<file path="src/rtl/psk_nco_pkg.sv">
// Package for the PSK NCO modulator.
// Holds the mode encodings, the quadrant-offset type and mapping helpers,
// and the elaboration-time quarter-wave sine generator that fills the ROM.
package psk_nco_pkg;

  // Modulation mode encodings (mode input / latched cur_mode)
  localparam logic MODE_BPSK = 1'b0;
  localparam logic MODE_QPSK = 1'b1;

  // Phase offset in quarter-turns (units of 2^LUT_AW phase steps)
  typedef enum logic [1:0] {
    QUAD_0 = 2'd0,
    QUAD_1 = 2'd1,
    QUAD_2 = 2'd2,
    QUAD_3 = 2'd3
  } quad_t;

  // Fixed-point format used only while building the sine table
  localparam int unsigned FX_FRAC = 30;
  localparam longint      PI_FX   = 64'sd3373259426;  // round(pi * 2^30)

  // Gray-coded QPSK: adjacent constellation points differ in one bit
  function automatic quad_t qpsk_gray_off(input logic [1:0] sym);
    quad_t q;
    case (sym)
      2'b01:   q = QUAD_1;
      2'b11:   q = QUAD_2;
      2'b10:   q = QUAD_3;
      default: q = QUAD_0;
    endcase
    return q;
  endfunction

  // BPSK: bit0 selects a half-turn
  function automatic quad_t bpsk_off(input logic bit0);
    return bit0 ? QUAD_2 : QUAD_0;
  endfunction

  // round(amp * sin(pi/2 * idx / 2^aw)), evaluated with an integer Taylor
  // series so the table is a pure constant and needs no init file.
  function automatic int unsigned quarter_sine(input int unsigned amp,
                                               input int unsigned aw,
                                               input int unsigned idx);
    longint x;
    longint x2;
    longint term;
    longint sum;
    longint scaled;
    x    = (PI_FX * longint'(idx)) / (longint'(2) << aw);
    x2   = (x * x) >>> FX_FRAC;
    term = x;
    sum  = x;
    for (int k = 1; k <= 8; k++) begin
      term = -((term * x2) >>> FX_FRAC) / longint'((2 * k) * (2 * k + 1));
      sum  = sum + term;
    end
    scaled = (sum * longint'(amp) + (longint'(1) << (FX_FRAC - 1))) >>> FX_FRAC;
    if (scaled < 0) scaled = 0;
    return 32'(scaled);
  endfunction

endpackage

</file>
<file path="src/rtl/psk_nco_mod_quarter_sine_rom.sv">
// quarter_sine_rom: synchronous-read quarter-wave sine ROM, output stage S2.
// Contents: ROM[i] = round((2^MAG_W-1) * sin(pi/2 * i / 2^LUT_AW)), built at
// elaboration. The registered read also applies the sign, so the output is
// a finished two's-complement sample.
// Ports:
//   clk, rst    clock / async active-high reset
//   addr_i      folded quarter-wave address (from S1)
//   neg_i       negate the looked-up magnitude (from S1)
//   vld_i       S1 carries a real sample
//   data_o      signed sample, MAG_W+1 bits; holds when vld_i=0
//   valid_o     data_o updated this cycle
module quarter_sine_rom
  import psk_nco_pkg::*;
#(
  parameter int unsigned MAG_W  = 7,
  parameter int unsigned LUT_AW = 6
) (
  input  logic              clk,
  input  logic              rst,
  input  logic [LUT_AW-1:0] addr_i,
  input  logic              neg_i,
  input  logic              vld_i,
  output logic [MAG_W:0]    data_o,
  output logic              valid_o
);

  localparam int unsigned DEPTH = 1 << LUT_AW;
  localparam int unsigned AMP   = (1 << MAG_W) - 1;

  // Pack all entries into one constant vector, entry i at bits [i*MAG_W +: MAG_W]
  function automatic logic [DEPTH*MAG_W-1:0] build_table();
    logic [DEPTH*MAG_W-1:0] t;
    t = '0;
    for (int unsigned i = 0; i < DEPTH; i++) begin
      t[i*MAG_W +: MAG_W] = MAG_W'(quarter_sine(AMP, LUT_AW, i));
    end
    return t;
  endfunction

  localparam logic [DEPTH*MAG_W-1:0] SINE_TABLE = build_table();

  logic [MAG_W-1:0] mag_c;
  logic [MAG_W:0]   data_d;
  logic [MAG_W:0]   data_q;
  logic             valid_q;

  // Lookup and sign; magnitude <= 2^MAG_W-1 so negation cannot overflow
  always_comb begin
    mag_c  = SINE_TABLE[32'(addr_i) * MAG_W +: MAG_W];
    data_d = neg_i ? -{1'b0, mag_c} : {1'b0, mag_c};
  end

  // Output register: only real samples update the held value
  always_ff @(posedge clk or posedge rst) begin
    if (rst) begin
      data_q  <= '0;
      valid_q <= 1'b0;
    end else begin
      valid_q <= vld_i;
      if (vld_i) data_q <= data_d;
    end
  end

  assign data_o  = data_q;
  assign valid_o = valid_q;

endmodule

</file>
<file path="src/rtl/psk_nco_mod.sv">
// psk_nco_mod: NCO-based BPSK / Gray-QPSK modulator.
// A phase accumulator advanced by fcw_i on each en_i cycle indexes a folded
// quarter-wave sine ROM; the current symbol adds a quarter-turn multiple to
// the phase. Symbols are taken over a valid/ready handshake at symbol
// boundaries and take effect from the following sample.
// Ports:
//   clk, rst       clock / async active-high reset
//   en_i           sample strobe, one sample per en_i cycle
//   fcw_i          frequency control word, used every en_i cycle
//   sps_i          samples per symbol (0 behaves as 1)
//   mode_i         0 BPSK, 1 QPSK; latched with the symbol
//   sym_data_i     symbol bits (BPSK uses bit0)
//   sym_valid_i    symbol offered
//   sym_ready_o    boundary on an en_i cycle (combinational)
//   out_o          signed sample, 2 clk after its en_i cycle
//   out_valid_o    out_o carries a new sample
//   underrun_o     sticky: a boundary passed with no symbol offered
module psk_nco_mod
  import psk_nco_pkg::*;
#(
  parameter int unsigned WIDTH   = 8,
  parameter int unsigned PHASE_W = 16,
  parameter int unsigned LUT_AW  = 6,
  parameter int unsigned SPS_W   = 8
) (
  input  logic               clk,
  input  logic               rst,
  input  logic               en_i,
  input  logic [PHASE_W-1:0] fcw_i,
  input  logic [SPS_W-1:0]   sps_i,
  input  logic               mode_i,
  input  logic [1:0]         sym_data_i,
  input  logic               sym_valid_i,
  output logic               sym_ready_o,
  output logic [WIDTH-1:0]   out_o,
  output logic               out_valid_o,
  output logic               underrun_o
);

  localparam int unsigned P_W = LUT_AW + 2;  // phase index incl. quadrant

  // Symbol / accumulator state
  logic [PHASE_W-1:0] acc_q, acc_d;
  logic [SPS_W-1:0]   cnt_q, cnt_d;
  logic [1:0]         cur_sym_q, cur_sym_d;
  logic               cur_mode_q, cur_mode_d;
  logic               underrun_q, underrun_d;
  logic               start_q, start_d;     // forces the first en cycle to be a boundary

  // Stage S1
  logic [LUT_AW-1:0]  addr_q, addr_d;
  logic               neg_q, neg_d;
  logic               vld_q;

  logic [SPS_W-1:0]   eff_sps_c;
  logic               boundary_c;
  quad_t              quad_off_c;
  logic [P_W-1:0]     phase_c;
  logic [1:0]         quad_c;
  logic [LUT_AW-1:0]  a_c;

  // Boundary detect; >= keeps the counter safe when sps shrinks mid-symbol
  always_comb begin
    eff_sps_c   = (sps_i == '0) ? SPS_W'(1) : sps_i;
    boundary_c  = start_q | (cnt_q >= (eff_sps_c - SPS_W'(1)));
    sym_ready_o = en_i & boundary_c;
  end

  // Next-state for accumulator, counter and symbol handshake
  always_comb begin
    acc_d      = acc_q;
    cnt_d      = cnt_q;
    cur_sym_d  = cur_sym_q;
    cur_mode_d = cur_mode_q;
    underrun_d = underrun_q;
    start_d    = start_q;
    if (en_i) begin
      acc_d   = acc_q + fcw_i;
      start_d = 1'b0;
      if (boundary_c) begin
        cnt_d = '0;
        if (sym_valid_i) begin
          cur_sym_d  = sym_data_i;
          cur_mode_d = mode_i;
        end else begin
          underrun_d = 1'b1;
        end
      end else begin
        cnt_d = cnt_q + SPS_W'(1);
      end
    end
  end

  // Symbol offset, phase index and quadrant fold (uses acc before the add)
  always_comb begin
    quad_off_c = QUAD_0;
    case (cur_mode_q)
      MODE_BPSK: quad_off_c = bpsk_off(cur_sym_q[0]);
      MODE_QPSK: quad_off_c = qpsk_gray_off(cur_sym_q);
      default:   quad_off_c = QUAD_0;
    endcase
    phase_c = acc_q[PHASE_W-1 -: P_W] + {quad_off_c, {LUT_AW{1'b0}}};
    quad_c  = phase_c[P_W-1 -: 2];
    a_c     = phase_c[LUT_AW-1:0];
    // Quadrants 1/3 run the quarter wave backwards, 2/3 are negative
    addr_d  = quad_c[0] ? ~a_c : a_c;
    neg_d   = quad_c[1];
  end

  // State registers
  always_ff @(posedge clk or posedge rst) begin
    if (rst) begin
      acc_q      <= '0;
      cnt_q      <= '0;
      cur_sym_q  <= 2'b00;
      cur_mode_q <= MODE_BPSK;
      underrun_q <= 1'b0;
      start_q    <= 1'b1;
    end else begin
      acc_q      <= acc_d;
      cnt_q      <= cnt_d;
      cur_sym_q  <= cur_sym_d;
      cur_mode_q <= cur_mode_d;
      underrun_q <= underrun_d;
      start_q    <= start_d;
    end
  end

  // Stage S1: advances every cycle so the pipeline drains while en_i=0
  always_ff @(posedge clk or posedge rst) begin
    if (rst) begin
      addr_q <= '0;
      neg_q  <= 1'b0;
      vld_q  <= 1'b0;
    end else begin
      addr_q <= addr_d;
      neg_q  <= neg_d;
      vld_q  <= en_i;
    end
  end

  // Stage S2: ROM read, sign and output register
  quarter_sine_rom #(
    .MAG_W  (WIDTH - 1),
    .LUT_AW (LUT_AW)
  ) u_rom (
    .clk     (clk),
    .rst     (rst),
    .addr_i  (addr_q),
    .neg_i   (neg_q),
    .vld_i   (vld_q),
    .data_o  (out_o),
    .valid_o (out_valid_o)
  );

  assign underrun_o = underrun_q;

endmodule
</file>
<file path="config.mk">
export PLATFORM = sky130hd
export DESIGN_NAME = psk_nco_mod
export DESIGN_NICKNAME = d
export VERILOG_FILES = /design/src/rtl/psk_nco_pkg.sv /design/src/rtl/psk_nco_mod_quarter_sine_rom.sv /design/src/rtl/psk_nco_mod.sv
export SDC_FILE = /design/constraint.sdc
export NUM_CORES = 1
export LEC_CHECK = 0
export BUFFER_PORTS_ARGS = -buffer_cell sky130_fd_sc_hd__buf_2
export CAP_MARGIN = 10
export CORE_MARGIN = 3
export CORE_UTILIZATION = 35
export CTS_BUF_LIST = sky130_fd_sc_hd__clkbuf_8
export DETAILED_ROUTE_END_ITERATION = 10
export HOLD_SLACK_MARGIN = 0.06
export PLACE_DENSITY = 0.61
export SLEW_MARGIN = 20
export SYNTH_ARGS = -nofsm -noshare
export SYNTH_HDL_FRONTEND = slang
export SYNTH_SLANG_ARGS = --single-unit
</file>
<file path="constraint.sdc">
create_clock -name clk -period 5.6 [get_ports clk]
set_input_delay 0.84 -clock clk [delete_from_list [all_inputs] [get_ports clk]]
set_output_delay 0.84 -clock clk [all_outputs]
set_load 0.1 [all_outputs]
</file>
; ---- Yosys cells after proc, flatten, opt, wreduce, memory -nomap -nowiden
; Index checks and enable logic that the tools add are counted.
[classes]
mul = 1
eq_ne = 3
n_addsub = 5
magnitude_cmp = 1
mux = 7
shift = 1
bitwise = 5
div = 0
reduce_logical = 3
[op_table]
columns = operator, count
row1 = 448-bit by 10-bit variable part select with 7-bit output (first input constant), 1
row2 = 8-bit two-way mux, 3
row3 = 16-bit adder, 1
row4 = 6-bit by 3-bit multiplier with 9-bit output (second input constant), 1
row5 = 8-bit by 1-bit adder with 8-bit output (second input constant), 1
row6 = 8-bit adder, 1
row7 = 8-bit >= comparator, 1
row8 = 8-bit zero test, 1
row9 = 7-bit negator with 8-bit output, 1
row10 = 8-bit by 1-bit subtractor with 8-bit output (second input constant), 1
row11 = 6-bit two-way mux, 1
row12 = 6-bit inverter, 1
row13 = 2-bit one-hot mux with 3 select lines, 1
row14 = 3-bit AND reduction, 2
row15 = 2-bit == test (second input constant), 2
row16 = 2-bit one-hot mux with 2 select lines, 1
row17 = 2-bit by 1-bit == test with 1-bit output (second input constant), 1
row18 = 2-bit two-way mux, 1
row19 = 1-bit inverter, 2
row20 = 1-bit bitwise AND, 1
row21 = 1-bit OR, 1
[totals]
mem_bits_ro = 0
mem_bits_rw = 0
mem_count = 0
regBits = 46
inputBits = 31
out_inout_bits = 11
latch_bits = 0

; ---- Depth between registers and ports, before layout
[logic_depth]
ltp_word = 6
mapped_depth = 16

; ---- Hierarchy
; Synthesis repeated with hierarchy kept, for this count alone.
[hier_totals]
cells_unflattened = 400
hier_area_um2 = 3686.0
[by_module_without_submodules]
columns = mod, seq_area_each_um2, instances, cells_per_inst, area_per_inst_um2
row1 = psk_nco_mod, 927.1, 1, 247, 2516.2
row2 = quarter_sine_rom, 225.2, 1, 153, 1169.9

; ---- Worst setup path before layout
; No wires, ideal clock.
[synth_timing]
path_kind = in2out
startpoint = in sps_i[3]
endpoint = out sym_ready_o
cell_stages = 13
required_ns = 4.760
path_slack_ns = 1.475
arrival_ns = 3.285
path_cell_list = nor4_1 nand2_1 nor2_1 nor2_1 ha_1 nor4bb_1 xnor2_1 ha_1 a21o_1 a2111oi_0 o31ai_1 and2_1 buf_2
[synth_via]
elab_chain_len = 6
[synth_lines]
columns = item, line_no
row1 = "start, declared", psk_nco_mod.sv:30  ; input logic [SPS_W-1:0] sps_i,
row2 = 8-bit zero test, psk_nco_mod.sv:64  ; eff_sps_c = (sps_i == '0) ? SPS_W'(1) : sps_i;
row3 = 8-bit two-way mux (*), psk_nco_mod.sv:64
row4 = 8-bit by 1-bit subtractor with 8-bit output (*), psk_nco_mod.sv:65  ; boundary_c = start_q | (cnt_q >= (eff_sps_c - SPS_W'(1)));
row5 = 8-bit >= comparator (*), psk_nco_mod.sv:65
row6 = 1-bit OR (*), psk_nco_mod.sv:65
row7 = 1-bit bitwise AND (*), psk_nco_mod.sv:66  ; sym_ready_o = en_i & boundary_c;
row8 = "end, declared", psk_nco_mod.sv:34  ; output logic sym_ready_o,
; Mark *: on every way between the ends. The rest lies on a longest branch, timed or not.

; ---- Worst setup path in the final report
[layout_timing]
startpoint = in sps_i[4]
endpoint = out sym_ready_o
; Same word-level chain as after synthesis.

==> impl_metrics.py <==
metrics = {
    "logic_synthesis": {
        "synthCells": 391,
        "synth_seq_area_share_pct": 32.3,
        "netlist_area_sq_um": 3560,
        "ys_types": 70,
        "synth_warnings": 0,
        "syn_nets": 454,
        "synth_area_per_cell_sq_um": 9.11,
        "synth-seq-cells": 46,
        "synthFlopType": "dfrtp_1",
        "synth_edf_count": 0,
        "synthArstFlopShare_pct": 100,
    },
    "final_layout": {
        "area_delta_synth_final_pct": 11.0,
        "n_antenna_cell": 0,
        "drive_above_1_share_pct": 17.6,
        "stdcell_count": 558,
        "fin_nets": 487,
    },
    "placed_design": {
        "portBuffers": 41,
        "dp_cells": 550,
        "pre_cts_ws_ns": 0.909,
        "dp_hpwl_mm": 5.63,
        "gp_congestion": 0.895,
    },
    "power_and_ir_drop": {
        "intPower_w": 0.00127,
        "clkPwrFrac_pct": 9.8,
        "power_frac_comb_pct": 63.5,
        "max-vdd-ir-drop_v": 0.000230,
        "p_sw_w": 0.00127,
        "p_sw_share_pct": 50.1,
        "powerDensity_nw_per_um2": 642,
        "p_seq_share_pct": 26.7,
        "p_leak_nw": 1.78,
    },
    "clocking": {
        "clock_latency_ns": 0.30,
        "clk_pin_slew_ns": 0.10,
        "cts_buffers": 5,
        "cts_tree": "built",
        "cts_buffer_depth": 2,
        "cts-root-buf": "clkbuf_8",
        "cts.sinks": 46,
        "cts_resized": 0,
        "hold_buffers": 0,
        "cts_setup_buffers": 0,
        "cts.htree.levels": 2,
    },
    "outcome": {
        "outcome": "finished clean",
    },
    "die": {
        "start_util_pct": 36.3,
        "ios": 42,
        "fp-row-count": 36,
        "die_h_um": 107,
        "dieWidth_um": 107,
        "die_area_sq_um": 11400,
        "core_area_sq_um": 9820,
    },
    "global_routing": {
        "grt_overflow_total": 0,
        "antenna_found_initial": 0,
        "grt_max_degree": 47,
        "grt_first_pass_wirelength_mm": 13.2,
        "grt_pass1_vias": 2860,
        "grt.total_usage_pct": 13.9,
    },
    "setup_path": {
        "crit_path_start_kind": "input pin",
        "slowest_stage": "a2111oi_0",
        "critPathRequiredTime_ns": 4.76,
        "crit_type": "input pin to primary output",
        "cpPeakStageDelay_ns": 0.45,
        "crit_family": "simple AND/OR/NAND/NOR gates",
        "critPathBufInv": 2,
        "endpoint_kind": "primary output",
        "crit_arrival_ns": 3.82,
        "cp_cell_sequence": "buf_2 > nor4_1 > nand2_1 > nor2_1 > nor2_1 > ha_1 > nor4bb_1 > xnor2_1 > ha_1 > a21o_1 > a2111oi_0 > o31ai_1 > and2_1 > buf_2",
        "cp_max_fo": 7,
    },
    "drt": {
        "vias": 2936,
        "drt-vias-per-instance": 5.26,
        "drc": 0,
        "firstDrtPassIters": 6,
        "wirelength_mm": 7.55,
        "drt_iter0_markers": 94,
        "ant_nets": 0,
        "wl_per_cell_um": 13.5,
    },
    "sta": {
        "setup_ws_ns": 0.936,
        "fmax_mhz": 214,
        "slew_viol_final": 0,
        "final-setup-viol-count": 0,
        "finalCritPeriodShare_pct": 83.3,
        "min_period_ns": 4.66,
        "fin_skew_ns": 0.0119,
        "slew_headroom_pct": 45.4,
        "whs_ns": 0.460,
        "worst_pin_slew_ns": 0.819,
        "finalSetupTns_ns": 0,
        "hold_viol": 0,
        "rsz0062_at_grt": "no",
    },
    "hold_path": {
        "hold_class": "register to register",
    },
    "flow_run": {
        "drv_cap": 0,
    },
}
-- cell usage in the layout (no fill, tap or decap), types with 4 or more instances in the layout --
cell / synthesis / routed
a211oi_1: 5 / 5
a21o_1: 12 / 12
a21oi_1: 21 / 21
a31oi_1: 5 / 5
buf_2: 2 / 41
clkbuf_8: 0 / 5
dfrtp_1: 45 / 45
ha_1: 31 / 31
inv_1: 17 / 17
mux2_2: 14 / 14
mux2i_1: 4 / 4
nand2_1: 32 / 32
nand2b_1: 7 / 7
nand3_1: 13 / 13
nor2_1: 33 / 33
nor2b_1: 8 / 8
nor3_1: 7 / 7
o211ai_1: 4 / 4
o21ai_0: 15 / 15
o22ai_1: 4 / 4
or3_1: 4 / 4
xnor2_1: 15 / 15
xor2_1: 18 / 18
-- synth_stat cells (all sizes together), types with 3 or more instances --
cell | count | area share [%]
a21oi | 22 | 3.2
o31ai | 3 | 0.63
dfrtp | 45 | 32
a2111oi | 4 | 1.2
nand2 | 32 | 3.4
nor3 | 7 | 0.98
nor4b | 3 | 0.74
xor2 | 18 | 4.4
and2 | 3 | 0.53
a21o | 12 | 2.5
ha | 31 | 11
a211oi | 6 | 1.4
nor2b | 8 | 1.4
a21boi | 3 | 0.63
xnor2 | 15 | 3.7
or3 | 4 | 0.70
o22ai | 4 | 0.70
buf | 8 | 1.9
nor2 | 34 | 3.7
o21ai | 15 | 2.1
nand2b | 7 | 1.2
inv | 19 | 2.0
mux2 | 15 | 4.7
clkbuf | 7 | 0.74
or2 | 3 | 0.53
mux2i | 4 | 1.1
nand3 | 13 | 1.8
a31oi | 5 | 0.88
nand4 | 3 | 0.53
o211ai | 4 | 0.84
-- power by group through the flow --
stage | Clock, W | Sequential (W) | Combinational, W
finish | 0.000248 | 0.000678 | 0.00161
global route | 0.000271 | 0.000710 | 0.00180
CTS | 0.000260 | 0.000677 | 0.00162
detailed placement | 0 | 0.000682 | 0.00161
global placement | 0 | 0.000673 | 0.00158
floorplan | 0 | 0.000832 | 0.00121
-- per-stage QoR --
step / instance area, sq um / total power [W] / util, %
after CTS: 3950 / 0.00255 / 40.2
after floorplan: 3560 / 0.00204 / -
after global routing: 3950 / 0.00278 / 40.3
final: 3950 / 0.00254 / 40.3
after detailed placement: 3840 / 0.00229 / 39.1
after global placement: 3840 / 0.00226 / 39.1
-- cell type report --
cell class              instances  area, sq um
clock inverters                 3         41.3
flip-flops and latches         46         1150
multi-input cells             311         2250
clock buffers                   5         68.8
well taps                     133          166
repair buffers                 41          205
fillers                      1035         5870
inverters                      19         72.6
-- final timing paths --
path | slack, ns | start | cells past startpoint | to
max in group asynchronous | 4.44 | rst | 2 | addr_q[3]
setup reg to reg | 2.68 | addr_q[1] | 10 | u_rom.data_o[4]
setup / recovery | 0.94 | sps_i[4] | 14 | sym_ready_o
hold / removal | 0.46 | underrun_o | 1 | underrun_o
min in group asynchronous | 0.66 | rst | 2 | cur_sym_q[1]
hold reg to reg | 0.46 | underrun_o | 1 | underrun_o
-- sequential cells by signal, summed over array words and instances (netlist names) --
register	cells
vld_q	1
cur_mode_q	1
acc_q	16
addr_q	6
underrun_o	1
start_q	1
u_rom.valid_o	1
cnt_q	8
neg_q	1
cur_sym_q	2
u_rom.data_o	8
-- per-layer routing --
layer | vias up | part of all wire, % | track usage (%)
li1 | 1481 | - | -
met1 | 1393 | 47 | 17.7
met2 | 50 | 49 | 24.0
met3 | 12 | 3.0 | 2.53
met4 | 0 | 1.2 | 3.74
met5 | - | 0 | 0
-- cells by family after synthesis --
kind of cell               Yosys count  synth area share (%)
DFF                                 46                  32.3
adders and majority gates           32                  11.5
and+or+nand+nor                    126                  17.7
AOI/OAI and AO/OA                  101                  20.0
muxes                               19                  5.87
buffers and inverters               34                  4.60
xor gates and xnor gates            33                  8.11
Power figures use the tool's default switching activity.
